## src/rtl/alu_cmd_sequencer.sv

```systemverilog
// alu_cmd_sequencer_pkg: opcode encoding (op_mne) shared with the 8-bit ALU.
// Opcodes outside this list are still issued unchanged; the ALU answers them with 0.
package alu_cmd_sequencer_pkg;
  localparam logic [3:0] kCLEAR          = 4'd0;
  localparam logic [3:0] kADD            = 4'd1;
  localparam logic [3:0] kSUB            = 4'd2;
  localparam logic [3:0] kINC_INPUTA     = 4'd3;
  localparam logic [3:0] kDEC_INPUTA     = 4'd4;
  localparam logic [3:0] kSHIFT_LEFT     = 4'd5;
  localparam logic [3:0] kSHIFT_RIGHT    = 4'd6;
  localparam logic [3:0] kPASS_INPUTA    = 4'd7;
  localparam logic [3:0] kAND            = 4'd8;
  localparam logic [3:0] kOR             = 4'd9;
  localparam logic [3:0] kXOR            = 4'd10;
  localparam logic [3:0] kINPUTA_IS_ZERO = 4'd11;
endpackage

// alu_cmd_sequencer: command-side driver for the combinational 8-bit ALU.
// Accepts commands on cmd_valid/cmd_ready, holds a 4 x 8 register file, drives
// registered operands/opcode to the ALU during ISSUE, samples the result at the
// following edge and writes it back in WRITE. A command repeats up to 15 times.
// Ports:
//   CLK, RESET                 clock, synchronous active-high reset
//   cmd_valid/cmd_ready        command handshake (ready only in IDLE)
//   cmd_op/rd/ra/rb/count      opcode, register indices, iteration count (0 -> 1)
//   ld_valid/ld_addr/ld_data   direct register load, honored only in IDLE
//   alu_op/alu_a/alu_b         registered ALU inputs (kCLEAR/0 outside ISSUE)
//   alu_out/alu_ovf            ALU result and zero-test flag
//   rsp_valid/rsp_data         one-cycle completion pulse and result
//   zero_flag                  last sampled kINPUTA_IS_ZERO result
//   dbg_addr/dbg_data          combinational register-file read port
module alu_cmd_sequencer
  import alu_cmd_sequencer_pkg::*;
#(
  parameter int NUM_REGS = 4,
  parameter int WIDTH    = 8
) (
  input  logic             CLK,
  input  logic             RESET,
  input  logic             cmd_valid,
  output logic             cmd_ready,
  input  logic [3:0]       cmd_op,
  input  logic [1:0]       cmd_rd,
  input  logic [1:0]       cmd_ra,
  input  logic [1:0]       cmd_rb,
  input  logic [3:0]       cmd_count,
  input  logic             ld_valid,
  input  logic [1:0]       ld_addr,
  input  logic [WIDTH-1:0] ld_data,
  output logic [3:0]       alu_op,
  output logic [WIDTH-1:0] alu_a,
  output logic [WIDTH-1:0] alu_b,
  input  logic [WIDTH-1:0] alu_out,
  input  logic             alu_ovf,
  output logic             rsp_valid,
  output logic [WIDTH-1:0] rsp_data,
  output logic             zero_flag,
  input  logic [1:0]       dbg_addr,
  output logic [WIDTH-1:0] dbg_data
);

  typedef enum logic [1:0] {IDLE, ISSUE, WRITE, DONE} state_t;

  state_t             state_reg, state_next;
  logic [3:0]         op_reg;
  logic [1:0]         rd_reg, ra_reg, rb_reg;
  logic [3:0]         remaining_reg;
  logic [WIDTH-1:0]   res_reg;
  logic               ovf_reg;
  logic               zero_flag_reg;
  logic               rsp_valid_reg;
  logic [WIDTH-1:0]   rsp_data_reg;
  logic [3:0]         alu_op_reg;
  logic [WIDTH-1:0]   alu_a_reg, alu_b_reg;
  logic [WIDTH-1:0]   rf_reg [NUM_REGS];

  logic               accept;
  logic               is_zero_op;
  logic               wr_en;
  logic [1:0]         wr_addr;
  logic [WIDTH-1:0]   wr_data;
  logic [NUM_REGS-1:0] rf_we;
  logic [1:0]         src_a, src_b;
  logic [WIDTH-1:0]   a_next, b_next;

  assign cmd_ready  = (state_reg == IDLE);
  assign accept     = cmd_valid && cmd_ready;
  assign is_zero_op = (op_reg == kINPUTA_IS_ZERO);

  // Single write port: loads only happen in IDLE and write-back only in WRITE,
  // so the two sources never collide.
  always_comb begin
    wr_en   = 1'b0;
    wr_addr = rd_reg;
    wr_data = res_reg;
    if (state_reg == IDLE && ld_valid) begin
      wr_en   = 1'b1;
      wr_addr = ld_addr;
      wr_data = ld_data;
    end else if (state_reg == WRITE && !is_zero_op) begin
      wr_en = 1'b1;
    end
  end

  for (genvar gi = 0; gi < NUM_REGS; gi++) begin : g_we
    assign rf_we[gi] = wr_en && (wr_addr == 2'(gi));
  end

  // Operand fetch forwards the write landing on the same edge: the direct load
  // when accepting from IDLE, the write-back when looping from WRITE (so a
  // command with rd == ra chains its own results).
  always_comb begin
    src_a  = (state_reg == IDLE) ? cmd_ra : ra_reg;
    src_b  = (state_reg == IDLE) ? cmd_rb : rb_reg;
    a_next = (wr_en && wr_addr == src_a) ? wr_data : rf_reg[src_a];
    b_next = (wr_en && wr_addr == src_b) ? wr_data : rf_reg[src_b];
  end

  always_comb begin
    state_next = state_reg;
    case (state_reg)
      IDLE:    if (cmd_valid) state_next = ISSUE;
      ISSUE:   state_next = WRITE;
      WRITE:   state_next = (remaining_reg > 4'd1) ? ISSUE : DONE;
      DONE:    state_next = IDLE;
      default: state_next = IDLE;
    endcase
  end

  always_ff @(posedge CLK) begin
    if (RESET) state_reg <= IDLE;
    else       state_reg <= state_next;
  end

  always_ff @(posedge CLK) begin
    if (RESET) begin
      op_reg        <= kCLEAR;
      rd_reg        <= '0;
      ra_reg        <= '0;
      rb_reg        <= '0;
      remaining_reg <= '0;
      res_reg       <= '0;
      ovf_reg       <= 1'b0;
      zero_flag_reg <= 1'b0;
      rsp_valid_reg <= 1'b0;
      rsp_data_reg  <= '0;
      alu_op_reg    <= kCLEAR;
      alu_a_reg     <= '0;
      alu_b_reg     <= '0;
    end else begin
      // ALU inputs are quiet unless the next cycle is ISSUE.
      alu_op_reg    <= kCLEAR;
      alu_a_reg     <= '0;
      alu_b_reg     <= '0;
      rsp_valid_reg <= 1'b0;
      if (state_next == ISSUE) begin
        alu_op_reg <= (state_reg == IDLE) ? cmd_op : op_reg;
        alu_a_reg  <= a_next;
        alu_b_reg  <= b_next;
      end
      case (state_reg)
        IDLE: begin
          if (accept) begin
            op_reg        <= cmd_op;
            rd_reg        <= cmd_rd;
            ra_reg        <= cmd_ra;
            rb_reg        <= cmd_rb;
            remaining_reg <= (cmd_count == 4'd0) ? 4'd1 : cmd_count;
          end
        end
        ISSUE: begin
          res_reg <= alu_out;
          if (is_zero_op) ovf_reg <= alu_ovf;
        end
        WRITE: begin
          remaining_reg <= remaining_reg - 4'd1;
          if (is_zero_op) zero_flag_reg <= ovf_reg;
          if (remaining_reg <= 4'd1) begin
            rsp_valid_reg <= 1'b1;
            rsp_data_reg  <= is_zero_op ? {{(WIDTH-1){1'b0}}, ovf_reg} : res_reg;
          end
        end
        default: ;
      endcase
    end
  end

  always_ff @(posedge CLK) begin
    if (RESET) begin
      for (int i = 0; i < NUM_REGS; i++) rf_reg[i] <= '0;
    end else begin
      for (int i = 0; i < NUM_REGS; i++) begin
        if (rf_we[i]) rf_reg[i] <= wr_data;
      end
    end
  end

  assign alu_op    = alu_op_reg;
  assign alu_a     = alu_a_reg;
  assign alu_b     = alu_b_reg;
  assign rsp_valid = rsp_valid_reg;
  assign rsp_data  = rsp_data_reg;
  assign zero_flag = zero_flag_reg;
  assign dbg_data  = rf_reg[dbg_addr];

endmodule

```

## config.mk

```make
export PLATFORM = sky130hd
export DESIGN_NAME = alu_cmd_sequencer
export DESIGN_NICKNAME = d
export VERILOG_FILES = /design/src/rtl/alu_cmd_sequencer.sv
export SDC_FILE = /design/constraint.sdc
export NUM_CORES = 1
export LEC_CHECK = 0
export BUFFER_PORTS_ARGS = -buffer_cell sky130_fd_sc_hd__clkbuf_2
export CAP_MARGIN = 10
export CORE_UTILIZATION = 30
export CTS_BUF_LIST = sky130_fd_sc_hd__clkbuf_4 sky130_fd_sc_hd__clkbuf_8
export DETAILED_ROUTE_END_ITERATION = 10
export HOLD_SLACK_MARGIN = 0.02
export SETUP_SLACK_MARGIN = 0.2
export SLEW_MARGIN = 40
export SYNTH_ARGS = -nofsm -noshare
export SYNTH_HDL_FRONTEND = slang
export SYNTH_SLANG_ARGS = --single-unit
```

## constraint.sdc

```tcl
create_clock -name CLK -period 2.5 [get_ports CLK]
set_input_delay 0.125 -clock CLK [delete_from_list [all_inputs] [get_ports CLK]]
set_output_delay 0.125 -clock CLK [all_outputs]
set_load 0.01 [all_outputs]
```

==> results of run 1 <==
kinds of logic after synthesis:
family,after synthesis
simple gates,140
flops,87
mux,55
compound gates,53
buf+inv,23
xor+xnor,5
fa+ha+maj,2
worst min-delay path by stage:
stage | from | endpoint | cells after the start
final | cmd_rb[1] | rb_reg[1]$_SDFFE_PP0P_ | 3
after global routing | cmd_rb[1] | rb_reg[1]$_SDFFE_PP0P_ | 3
after CTS | cmd_rb[1] | rb_reg[1]$_SDFFE_PP0P_ | 3
after detailed placement | alu_ovf | ovf_reg$_SDFFE_PP0P_ | 3
after global placement | alu_out[0] | res_reg[0]$_SDFFE_PP0P_ | 3
after floorplan | cmd_rd[0] | rd_reg[0]$_SDFFE_PP0P_ | 2
power by group:
part / switching [W] / leakage [nW] / internal [W] / total [W]
Clock: 0.000522 / 0.0983 / 0.000395 / 0.000918
Combinational: 0.000325 / 1.17 / 0.000310 / 0.000634
Sequential: 0.0000658 / 0.784 / 0.00156 / 0.00162
Total: 0.000913 / 2.05 / 0.00226 / 0.00317
worst max-delay path, cell delays in order, from the launching register on:
cell	delay [ns]
dfxtp_1	0.60
nor2b_1	0.18
a21oi_1	0.51
nor2_1	0.18
nand3b_1	0.29
nor2_1	0.10
synthesized netlist by cell type (all sizes together), types with 2 or more instances:
cell | count | area (um2)
dfxtp | 55 | 1101
nand3 | 3 | 15.01
xor2 | 4 | 35.03
a22o | 7 | 61.31
and2 | 2 | 12.51
o21ai | 7 | 35.03
a21oi | 28 | 140.1
nor2b | 2 | 12.51
ha | 2 | 25.02
nand2b | 2 | 12.51
nor3 | 5 | 47.54
or3 | 8 | 50.05
buf | 7 | 41.29
o21bai | 2 | 15.01
mux2i | 31 | 334.1
a211oi | 2 | 15.01
mux4 | 24 | 578.1
a21o | 2 | 15.01
inv | 5 | 18.77
a31o | 2 | 17.52
edfxtp | 32 | 960.9
clkbuf | 11 | 41.29
nand4b | 2 | 17.52
nor3b | 2 | 20.02
nand2 | 63 | 236.5
nor2 | 46 | 180.2
nor4 | 2 | 12.51
stage by stage:
step / hold slack (ns) / setup slack (ns) / cells
after floorplan: 0.2610 / 0.4565 / 365
after global placement: 0.3576 / 0.3004 / 613
after detailed placement: 0.3601 / 0.1631 / 613
after CTS: 0.02746 / 0.2842 / 647
after global routing: 0.03798 / 0.2107 / 649
final: 0.04584 / 0.3820 / 649
area by class of cell:
type | count | area (um2)
Multi-Input combinational cell | 255 | 1953
Clock inverter | 6 | 43.79
Clock buffer | 10 | 137.6
Timing Repair Buffer | 110 | 713.2
Fill cell | 1320 | 8145
Inverter | 5 | 18.77
Tap cell | 176 | 220.2
Sequential cell | 87 | 2063
layer usage:
| layer | vias to the layer above | GRT usage [%] |
|---|---|---|
| li1 | 1539 | - |
| met1 | 1450 | 18.63 |
| met2 | 96 | 23.51 |
| met3 | 20 | 2.921 |
| met4 | 0 | 8.228 |
| met5 | - | 0 |
repair_timing:
action | CTS | global route
cloned | 0 | 0
buffers inserted | 1 | 2
hold buffers | 17 | 0
hold endpoints to repair | 21 | 0
resized for setup | 0 | 1
pin swaps | 0 | 2
endpoints found under the setup margin | 7 | 24
==> impl_metrics.env, run 1 <==
export IMPL_status="finished, final reports clean"
export IMPL_firstDrtPassIters=5
export IMPL_reg2reg_to="rf_reg[2][1]$_SDFFCE_PN0P_"
export IMPL_wire_per_inst_um=14.98
export IMPL_worstMarginPinSlew_ns=0.6055
export IMPL_via_count=3105
export IMPL_cp_endpoint="rf_reg[2][1]$_SDFFCE_PN0P_"
export IMPL_period_minus_slack_ns=2.118
export IMPL_final_hold_violation_count=0
export IMPL_power_w=0.003175
export IMPL_chipWidth_um=119.1
export IMPL_clk_pin_slew_worst_paths_ns=0.09
export IMPL_rows=42
export IMPL_dr_wl_met2_mm=4.548
export IMPL_synth_avg_cell_area_um2=11.27
export IMPL_post_dp_hpwl_mm=7.659
export IMPL_synthXorXnorAreaFrac_pct=1.064
export IMPL_num_antenna_cells=0
export IMPL_finalSetupViolations=0
export IMPL_met3_length_um=485
export IMPL_ant_nets=0
export IMPL_ctsHtreeMaxLevel=3
export IMPL_coreArea_um2=13300
export IMPL_async_reset_ff_share_pct=0
export IMPL_clk_latency_ns=0.36
export IMPL_start_util_pct=30.94
export IMPL_drcViolationCount=0
export IMPL_area_growth_pct=25.18
export IMPL_synth_compound_area_share_pct=8.060
export IMPL_drive_gt1_share_pct=28.75
export IMPL_min_period_over_period_pct=84.72
export IMPL_final_common_cell="clkbuf_2"
export IMPL_worstPathMaxFanout=12
export IMPL_overflow=0
export IMPL_drt_initial_drc_count=181
export IMPL_fin_worst_skew_ns=0.01565
export IMPL_cp_required_ns=2.60
export IMPL_grt_pass1_vias=3154
export IMPL_synthSimpleGateAreaFrac_pct=15.51
export IMPL_track_usage_pct=14.73
export IMPL_setup_tns_final_ns=0
export IMPL_r2r_start="state_reg[0]$_SDFF_PP0_"
export IMPL_grt_pass1_wl_mm=16.13
export IMPL_wirelength_mm=9.724
export IMPL_final_cell_mix="clkbuf_2 (77), nand2_1 (63), dfxtp_1 (54)"
export IMPL_rrSetupSlack_ns=0.38
export IMPL_cts_root_buf="clkbuf_8"
export IMPL_antenna_found_initial=0
export IMPL_num_io_pins=78
export IMPL_synth_fa_ha_area_share_pct=0.6083
export IMPL_rsz0062_at_grt="no"
export IMPL_io_buffers=77
export IMPL_synth_ff_type="dfxtp_1"
export IMPL_ys_seq_elements=87
export IMPL_post_dp_cell_area_um2=4737
export IMPL_place_congestion=0.8069
export IMPL_highest_layer="met4"
export IMPL_synthCells=365
export IMPL_fmax_mhz=472.2
export IMPL_criticalPathCategory="reg -> reg"
export IMPL_cts_buffers=9
export IMPL_fin_util_pct=38.74
export IMPL_grt_max_degree=34
export IMPL_tritoncts="yes"
export IMPL_synth_edff_count=32
export IMPL_clock_sinks=87
export IMPL_max_cap_violations=0
export IMPL_maxSlewViolCount=0
export IMPL_hold_class="in -> reg"
export IMPL_die_h_um=119.1
export IMPL_synth_seq_area_share_pct=50.12
export IMPL_yosys_warnings=0
export IMPL_largest_reg_flops=32
export IMPL_cp_arrival_ns=2.22
export IMPL_end_kind="flop"
export IMPL_leakagePower_nw=2.049
export IMPL_startpoint="state_reg[0]$_SDFF_PP0_"
export IMPL_relSlewSlack_pct=59.59
export IMPL_stdcell_area_um2=5150
export IMPL_irDropWorstVdd_mv=0.2871
export IMPL_synth_top_family_by_area="multiplexers"
export IMPL_dieArea_um2=14190
export IMPL_pwr_density_cell_nw_per_um2=616.5
export IMPL_synth_mux_area_share_pct=22.17
export IMPL_via_per_inst=4.784
export IMPL_netlist_area_um2=4114
export IMPL_reg2regPathDepth=5
export IMPL_wl_met1_mm=4.440
export IMPL_synth_nets=406
export IMPL_ys_types=43
export IMPL_cp_start_kind="flop"
export IMPL_nets=509
export IMPL_max_clock_path_buffers=2
Note: power is estimated with default switching activity, not from simulation.
==> run 2: changes to the inputs <==
clock period = 2.2 ns   (was 2.5 ns; I/O delays follow)
==> run 2 against run 1 <==
Via count grew 1.2%. Sequential share of layout area shrank 1.6 points. Register-to-register slack worse by 0.08 ns. Clock power rose by 34%. Global-route usage up 0.10 points. Count of clock-buffer cells in the layout fell by 1. Highest routed layer unchanged.
==> impl_metrics.env, run 2 (synthesis results as in run 1) <==
export IMPL_place_congestion=0.7939
export IMPL_worst_slack_ns=0.2998
export IMPL_num_antenna_cells=0
export IMPL_criticalPathCategory="reg -> reg"
export IMPL_irDropWorstVdd_mv=0.3268
export IMPL_min_period_over_period_pct=86.37
export IMPL_via_per_inst=4.738
export IMPL_clock_sinks=87
export IMPL_area_growth_pct=30.35
export IMPL_fmax_mhz=526.3
export IMPL_io_buffers=77
export IMPL_die_h_um=119.1
export IMPL_track_usage_pct=14.84
export IMPL_ctsHtreeMaxLevel=3
export IMPL_overflow=0
export IMPL_period_minus_slack_ns=1.900
export IMPL_cts_root_buf="clkbuf_8"
export IMPL_fin_hold_ws_ns=0.04667
export IMPL_max_clock_path_buffers=2
export IMPL_cp_start_kind="flop"
export IMPL_rows=42
export IMPL_ant_nets=0
export IMPL_tritoncts="yes"
export IMPL_cp_required_ns=2.45
export IMPL_cts_buffers=9
export IMPL_drive_gt1_share_pct=33.26
export IMPL_cp_arrival_ns=2.15
export IMPL_leakagePower_nw=2.121
export IMPL_place_ws_ns=-0.01881
export IMPL_via_count=3141
export IMPL_grt_max_degree=34
export IMPL_hold_class="in -> reg"
export IMPL_grt_pass1_wl_mm=16.22
export IMPL_final_hold_violation_count=0
export IMPL_num_io_pins=78
export IMPL_chipWidth_um=119.1
export IMPL_max_cap_violations=0
export IMPL_grt_pass1_vias=3128
export IMPL_end_kind="flop"
export IMPL_maxSlewViolCount=0
export IMPL_rsz0062_at_grt="no"
export IMPL_start_util_pct=30.94
export IMPL_clk_latency_ns=0.36
export IMPL_post_dp_hpwl_mm=7.569
export IMPL_worstMarginPinSlew_ns=0.5988
export IMPL_coreArea_um2=13300
export IMPL_worstPathMaxFanout=9
export IMPL_finalSetupViolations=0
export IMPL_drcViolationCount=0
export IMPL_antenna_found_initial=0
export IMPL_final_common_cell="clkbuf_2"
export IMPL_dieArea_um2=14190
export IMPL_status="finished, final reports clean"
export IMPL_firstDrtPassIters=4
export IMPL_pwr_density_cell_nw_per_um2=719.8
export IMPL_rrSetupSlack_ns=0.30
export IMPL_wire_per_inst_um=14.95
export IMPL_largest_reg_flops=32
export IMPL_drt_initial_drc_count=153
export IMPL_layoutNonFillerInstCount=663
export IMPL_nets=523
export IMPL_dp_cells=625
export IMPL_final_cell_mix="clkbuf_2 (77), nand2_1 (63), dfxtp_1 (53)"
export IMPL_fin_worst_skew_ns=0.008458
export IMPL_wirelength_mm=9.910
export IMPL_relSlewSlack_pct=60.00
export IMPL_clk_pin_slew_worst_paths_ns=0.08
run 2: changes by cell type in the layout (fill, tap and decap cells not counted), sizes merged:
cell / previous run / this run
bufinv: 0 / 2
inv: 7 / 6
buf: 16 / 28
clkbuf: 87 / 86
dlygate4sd3: 17 / 19
run 2: metal layers:
layer | vias up | part of all wire (%) | GRT usage [%]
met5 | - | 0 | 0
met4 | 0 | 1.4 | 4.984
met3 | 10 | 4.7 | 3.736
met2 | 89 | 47 | 23.55
met1 | 1482 | 47 | 19.63
li1 | 1560 | - | -
run 2: metrics by stage:
stage	area (um2)	TNS (ns)	util [%]	power, W
2_1_floorplan	4138	0	-	0.002344
3_3_place_gp	4866	0	36.60	0.002593
3_5_place_dp	4866	-0.01881	36.60	0.002611
4_1_cts	5306	0	39.91	0.003873
5_1_grt	5363	0	40.34	0.004045
6_report	5363	0	40.34	0.003860
run 2: area by class of cell:
class,count,area (um2)
clock inverter,7,95.09
sequential,87,2064
tap,176,220.2
clock buffer,9,123.9
fill,1285,7933
timing repair buffer,124,818.3
multi-input combinational,255,2022
inverter,5,18.77
run 2: timing repair:
| action | CTS | global route |
|---|---|---|
| hold buffers | 19 | 0 |
| cloned | 0 | 0 |
| setup buffers | 2 | 1 |
| endpoints found under the setup margin | 48 | 71 |
| pin swaps | 1 | 2 |
| resized for setup | 5 | 11 |
| hold endpoints to repair | 23 | 0 |
run 2: path summary, 6_finish.rpt:
kind,start,to,cells after the start
worst max-delay path,state_reg[0]$_SDFF_PP0_,alu_b[6]$_SDFF_PP0_,6
worst min-delay path,cmd_count[2],remaining_reg[2]$_SDFFE_PP0P_,3
worst max register to register,state_reg[0]$_SDFF_PP0_,alu_b[6]$_SDFF_PP0_,6
worst min register to register,rb_reg[1]$_SDFFE_PP0P_,rb_reg[1]$_SDFFE_PP0P_,2
run 2: report_power, final:
group          total (W)  internal [W]  switching [W]  leakage (nW)
logic           0.000788      0.000389       0.000399          1.23
registers        0.00184       0.00177      0.0000745         0.784
clock network    0.00123      0.000642       0.000586         0.111
total            0.00386       0.00280        0.00106          2.12
run 2: critical path, cell delays in order, from the launching register on:
cell and delay [ns]:
dfxtp_2 0.39, nor2_4 0.23, mux2i_2 0.30, buf_12 0.17
mux4_1 0.55, nand2_1 0.09, mux2i_1 0.07
